`src/rtl/flush_ctrl_if.sv`:
```
// WB-to-IF flush/redirect bundle; master is the flush controller, slave is the pipeline side.
// Redirect uses valid/ready; fetch accounting uses per-cycle fire/data_ok strobes.
interface flush_ctrl_if;
  logic        wb_ex;
  logic        ertn_flush;
  logic        wb_refetch;
  logic [31:0] wb_pc;
  logic [31:0] ex_entry;
  logic [31:0] era;
  logic        inst_req_fire;
  logic        inst_data_ok;
  logic        redirect_ready;
  logic        flush_all;
  logic        redirect_valid;
  logic [31:0] redirect_pc;
  logic        inst_req_allow;
  logic        drop_data_ok;

  modport master (
    input  wb_ex, ertn_flush, wb_refetch, wb_pc, ex_entry, era,
    input  inst_req_fire, inst_data_ok, redirect_ready,
    output flush_all, redirect_valid, redirect_pc, inst_req_allow, drop_data_ok
  );

  modport slave (
    output wb_ex, ertn_flush, wb_refetch, wb_pc, ex_entry, era,
    output inst_req_fire, inst_data_ok, redirect_ready,
    input  flush_all, redirect_valid, redirect_pc, inst_req_allow, drop_data_ok
  );
endinterface

```
`src/rtl/flush_ctrl.sv`:
```
// WB flush controller: flush_all is same-cycle, redirect_valid follows 1 cycle later and holds until redirect_ready.
// Fetch responses already in flight at a flush are counted and marked for IF to drop; new fetches blocked meanwhile.
module flush_ctrl #(
  parameter int MAX_OUTST = 2
) (
  input  logic         clk,
  input  logic         reset,
  flush_ctrl_if.master fc
);

  localparam logic [1:0] MAX_CNT = 2'(MAX_OUTST);

  typedef enum logic {IDLE, REDIRECT} state_t;

  state_t      state, state_nxt;
  logic [1:0]  out_cnt, out_cnt_nxt;
  logic [1:0]  disc_cnt;
  logic [31:0] redirect_pc_q;
  logic [31:0] target;
  logic        flush;
  logic        redirect_valid_c;
  logic        inst_req_allow_c;

  assign flush = fc.wb_ex | fc.ertn_flush | fc.wb_refetch;

  always_comb begin
    target = fc.wb_pc + 32'd4;
    if (fc.wb_ex)           target = fc.ex_entry;
    else if (fc.ertn_flush) target = fc.era;
  end

  always_ff @(posedge clk) begin
    if (reset) state <= IDLE;
    else       state <= state_nxt;
  end

  // A new flush while redirecting overrides a same-cycle redirect_ready.
  always_comb begin
    state_nxt        = state;
    redirect_valid_c = 1'b0;
    inst_req_allow_c = 1'b0;
    case (state)
      IDLE: begin
        inst_req_allow_c = (out_cnt < MAX_CNT) && (disc_cnt == 2'd0) && !flush;
        if (flush) state_nxt = REDIRECT;
      end
      REDIRECT: begin
        redirect_valid_c = !reset;
        if (flush)                  state_nxt = REDIRECT;
        else if (fc.redirect_ready) state_nxt = IDLE;
      end
      default: state_nxt = IDLE;
    endcase
  end

  // Underflow on a spurious data_ok is clamped at zero.
  always_comb begin
    out_cnt_nxt = out_cnt;
    if (fc.inst_req_fire && !fc.inst_data_ok)
      out_cnt_nxt = out_cnt + 2'd1;
    else if (!fc.inst_req_fire && fc.inst_data_ok && (out_cnt != 2'd0))
      out_cnt_nxt = out_cnt - 2'd1;
  end

  always_ff @(posedge clk) begin
    if (reset) begin
      out_cnt       <= 2'd0;
      disc_cnt      <= 2'd0;
      redirect_pc_q <= 32'd0;
    end else begin
      out_cnt <= out_cnt_nxt;
      if (flush) begin
        disc_cnt      <= out_cnt_nxt;
        redirect_pc_q <= target;
      end else if (fc.inst_data_ok && (disc_cnt != 2'd0)) begin
        disc_cnt <= disc_cnt - 2'd1;
      end
    end
  end

  assign fc.flush_all      = flush;
  assign fc.redirect_valid = redirect_valid_c;
  assign fc.redirect_pc    = redirect_pc_q;
  assign fc.inst_req_allow = inst_req_allow_c;
  assign fc.drop_data_ok   = fc.inst_data_ok && ((disc_cnt != 2'd0) || flush);

endmodule

```
`src/flat_wrapper.sv`:
```
// flat-port wrapper written by rule: the top's interface ports become plain ports
module flush_ctrl_flat 
#(
  parameter int MAX_OUTST = 2
)
  (clk, reset, fc_wb_ex, fc_ertn_flush, fc_wb_refetch, fc_wb_pc, fc_ex_entry, fc_era, fc_inst_req_fire, fc_inst_data_ok, fc_redirect_ready, fc_flush_all, fc_redirect_valid, fc_redirect_pc, fc_inst_req_allow, fc_drop_data_ok);
  flush_ctrl_if fc_i ();
  input  logic clk;
  input  logic reset;
  input wire logic [$bits(fc_i.wb_ex)-1:0] fc_wb_ex;
  input wire logic [$bits(fc_i.ertn_flush)-1:0] fc_ertn_flush;
  input wire logic [$bits(fc_i.wb_refetch)-1:0] fc_wb_refetch;
  input wire logic [$bits(fc_i.wb_pc)-1:0] fc_wb_pc;
  input wire logic [$bits(fc_i.ex_entry)-1:0] fc_ex_entry;
  input wire logic [$bits(fc_i.era)-1:0] fc_era;
  input wire logic [$bits(fc_i.inst_req_fire)-1:0] fc_inst_req_fire;
  input wire logic [$bits(fc_i.inst_data_ok)-1:0] fc_inst_data_ok;
  input wire logic [$bits(fc_i.redirect_ready)-1:0] fc_redirect_ready;
  output wire logic [$bits(fc_i.flush_all)-1:0] fc_flush_all;
  output wire logic [$bits(fc_i.redirect_valid)-1:0] fc_redirect_valid;
  output wire logic [$bits(fc_i.redirect_pc)-1:0] fc_redirect_pc;
  output wire logic [$bits(fc_i.inst_req_allow)-1:0] fc_inst_req_allow;
  output wire logic [$bits(fc_i.drop_data_ok)-1:0] fc_drop_data_ok;
  assign fc_i.wb_ex = fc_wb_ex;
  assign fc_i.ertn_flush = fc_ertn_flush;
  assign fc_i.wb_refetch = fc_wb_refetch;
  assign fc_i.wb_pc = fc_wb_pc;
  assign fc_i.ex_entry = fc_ex_entry;
  assign fc_i.era = fc_era;
  assign fc_i.inst_req_fire = fc_inst_req_fire;
  assign fc_i.inst_data_ok = fc_inst_data_ok;
  assign fc_i.redirect_ready = fc_redirect_ready;
  assign fc_flush_all = fc_i.flush_all;
  assign fc_redirect_valid = fc_i.redirect_valid;
  assign fc_redirect_pc = fc_i.redirect_pc;
  assign fc_inst_req_allow = fc_i.inst_req_allow;
  assign fc_drop_data_ok = fc_i.drop_data_ok;
  flush_ctrl #(.MAX_OUTST(MAX_OUTST)) u_core (.clk(clk), .reset(reset), .fc(fc_i));
endmodule
```
`config.mk`:
```
export PLATFORM = sky130hd
export DESIGN_NAME = flush_ctrl_flat
export DESIGN_NICKNAME = d
export VERILOG_FILES = /design/src/rtl/flush_ctrl_if.sv /design/src/rtl/flush_ctrl.sv /design/src/flat_wrapper.sv
export SDC_FILE = /design/constraint.sdc
export NUM_CORES = 1
export LEC_CHECK = 0
export CAP_MARGIN = 40
export CORE_MARGIN = 8
export CORE_UTILIZATION = 39
export CTS_CLUSTER_DIAMETER = 80
export CTS_CLUSTER_SIZE = 25
export DETAILED_ROUTE_END_ITERATION = 12
export PLACE_DENSITY_LB_ADDON = 0.3
export SLEW_MARGIN = 20
export SYNTH_ARGS = -nofsm -noshare
export SYNTH_HDL_FRONTEND = slang
export SYNTH_SLANG_ARGS = --single-unit
export TNS_END_PERCENT = 100
```
`constraint.sdc`:
```
create_clock -name clk -period 1.95 [get_ports clk]
set_input_delay 0.195 -clock clk [delete_from_list [all_inputs] [get_ports clk]]
set_output_delay 0.195 -clock clk [all_outputs]
set_load 0.005 [all_outputs]
```
==> reports/qor.yml <==
timing:
  clock.fmax_mhz: 533
  finalHoldViolations: 0
  period_minus_slack_ns: 1.88
  relSlewSlack: 0.738
  finalWorstSetupSlack_ns: 0.0735
  rsz0062_at_grt: "false"
  setup_viol: 0
  slew_violations: 0
  worst_pin_slew_ns: 0.392
  worst_clock_skew_ns: 0.000467
  post-route-period-util: 0.962
  whs_ns: 0.307
floorplanning:
  dieHeight_um: 97.0
  die_area_mm2: 0.00941
  io_pins: 140
  core_area_mm2: 0.00635
  fp.dieW_um: 97.0
  start_util: 0.403
  num_rows: 29
run_status:
  status: "finished, final reports clean"
placement:
  post-place-ws_ns: -0.227
  io_buffers: 139
  dp_hpwl_mm: 8.18
  place.gp.congestion: 0.926
setup_path:
  crit_type: "in2reg"
  startpoint_type: "input port"
  cp_num_cells: 6
  r2r-end: "u_core.disc_cnt[1]"
  max_stage_delay_ns: 0.53
  r2r_start: "u_core.out_cnt[1]"
  cp-endpoint: "u_core.fc.redirect_pc[31]"
  rrSetupSlack_ns: 0.54
  crit_fanout: 7
  worstSetupStartpoint: "fc_wb_pc[10]"
  critical_path.endpoint_type: "register"
  rr_worst_depth: 5
  worstPathCellList: "clkdlybuf4s50_1, nand4_1, or4_4, nor4_1, xnor2_1, o22ai_1"
  path_buf_inv: 1
  worstPathRequired_ns: 2.13
  cp.arrival_ns: 2.06
  path_delay_family: "simple AND/OR/NAND/NOR gates"
  critPathSlowestCell: "or4_4"
synthesis:
  yosys.area.top_type_share: 0.290
  synth-edff-count: 0
  synth_cell_type_count: 44
  ys_top_cells_by_area: "dfxtp_1 (29%), nor2_1 (6.9%), xnor2_1 (6.8%), a21oi_1 (6.7%), a211oi_1 (5.6%)"
  async_flop_share: 0
  syn_area_per_cell_um2: 7.48
  ys.warnings.count: 0
  netlist_instances: 342
  yosysTopAreaCell: "dfxtp_1"
  synth_nets: 449
  yosys_register_bits: 37
  synthesis.area_mm2: 0.00256
  synthFlopType: "dfxtp_1"
  yosysSeqAreaShare: 0.290
clocking:
  cts_root_buffer: "clkbuf_8"
  post-cts-setup-buffer-count: 0
  clock_latency_ns: 0.29
  cts_buffers: 5
  cts_max_level: 2
  cts.sinks: 37
  cts_tree: "yes"
  clkTransAtPathRegs_ns: 0.08
  cts_hold_buf: 0
  clk_path_buf_depth: 2
detailed_routing:
  post-route-drc-count: 0
  initialDrtViolationCount: 100
  detail-route-antenna-nets: 0
  dr.pass1.iters: 4
  avgViaCountPerCell: 5.46
  vias: 3199
  totalWireLength_mm: 10.2
  wl_per_cell_um: 17.5
cells_and_area:
  fin_nets: 615
  post-route-util: 0.699
  drive_gt1_frac: 0.143
  layout_commonest_cell: "clkdlybuf4s50_1"
  diodes: 0
  area.growth.synth_to_final_pct: 73.6
  layout_common_cells: "clkdlybuf4s50_1 (135), buf_4 (47), nor2_1 (46)"
global_routing:
  grt_antenna_before_repair: 0
  grt_pass1_vias: 3302
  grt_pass1_wl_mm: 16.2
  gr-usage-all-layers: 0.206
  grt_max_degree: 39
  grt_overflow: 0
power:
  p_leak_nw: 1.65
  power.density_mw_per_mm2: 524
  ir_drop_v: 0.000323
flow_run:
  cap_violations: 0
hold_path:
  worstHoldPathType: "in2reg"
power breakdown:
part / total (mW) / internal, mW / switching (mW)
sequential: 0.855 / 0.820 / 0.0355
clock: 0.715 / 0.418 / 0.297
combinational: 0.756 / 0.453 / 0.303
total: 2.33 / 1.69 / 0.636
cell families (layout without fill, tap and decap cells):
| family | count (synthesis) | after routing | share of synthesized area |
|---|---|---|---|
| xor gates and xnor gates | 28 | 28 | 0.0959 |
| AOI/OAI and AO/OA | 90 | 90 | 0.224 |
| muxes | 6 | 6 | 0.0240 |
| buffers and inverters | 43 | 210 | 0.0665 |
| and+or+nand+nor | 135 | 135 | 0.286 |
| DFF | 37 | 37 | 0.290 |
| adders and majority gates | 3 | 3 | 0.0147 |
cell type report:
cell class,instances,area (um^2)
Clock buffer,7,86.3
Clock inverter,1,30.0
Fill cell,517,1910
Inverter,16,60.1
Multi-Input combinational cell,262,1690
Sequential cell,37,741
Tap cell,77,96.3
Timing Repair Buffer,186,1740
per-layer routing:
metal,vias up,global-route usage,part of all wire
met5,-,0,0
met1,1513,0.245,0.42
met2,116,0.363,0.50
met3,10,0.0427,0.060
met4,0,0.0592,0.017
li1,1560,-,-
worst min-delay path by stage:
stage               depth (start not counted)                       end  slack (ns)            from
floorplan                                   2  u_core.fc.redirect_pc[0]        0.34  fc_ex_entry[0]
detailed placement                          2              u_core.state        0.49    u_core.state
CTS                                         4              u_core.state        0.31        fc_wb_ex
finish                                      4              u_core.state        0.31        fc_wb_ex
global placement                            2              u_core.state        0.48    u_core.state
global route                                4              u_core.state        0.32        fc_wb_ex
repair_timing:
item	CTS	global route
gates cloned	0	0
pin swaps	0	1
endpoints found under the setup margin	2	8
resized for setup	3	9
metrics by stage:
| step | std cells | instance area [um^2] | setup TNS [ns] | power, mW |
|---|---|---|---|---|
| final | 586 | 4440 | 0 | 2.33 |
| after global routing | 586 | 4440 | 0 | 2.44 |
| after CTS | 586 | 4400 | 0 | 2.33 |
| after detailed placement | 578 | 4280 | -2.97 | 1.62 |
| after global placement | 578 | 4280 | -2.39 | 1.60 |
| after floorplan | 342 | 2560 | 0 | 1.15 |
Yosys cell counts (all sizes together) (7+ instances only):
cell type,count
inv,16
nand2,14
nand3,11
nor4,7
nor2,47
nor3,18
a211oi,19
a21oi,34
o22ai,17
nor3b,16
clkbuf,22
xnor2,20
dfxtp,37
xor2,8
worst min-delay path: stages:
cell and delay, ns:
buf_2 0.09, nor2_2 0.04, buf_4 0.13, a21oi_1 0.10
state kept, by name, summed over array words and instances (netlist names):
| signal | count |
|---|---|
| u_core.state | 1 |
| u_core.out_cnt | 2 |
| u_core.disc_cnt | 2 |
| u_core.fc.redirect_pc | 32 |
(Power assumes the default switching activity.)
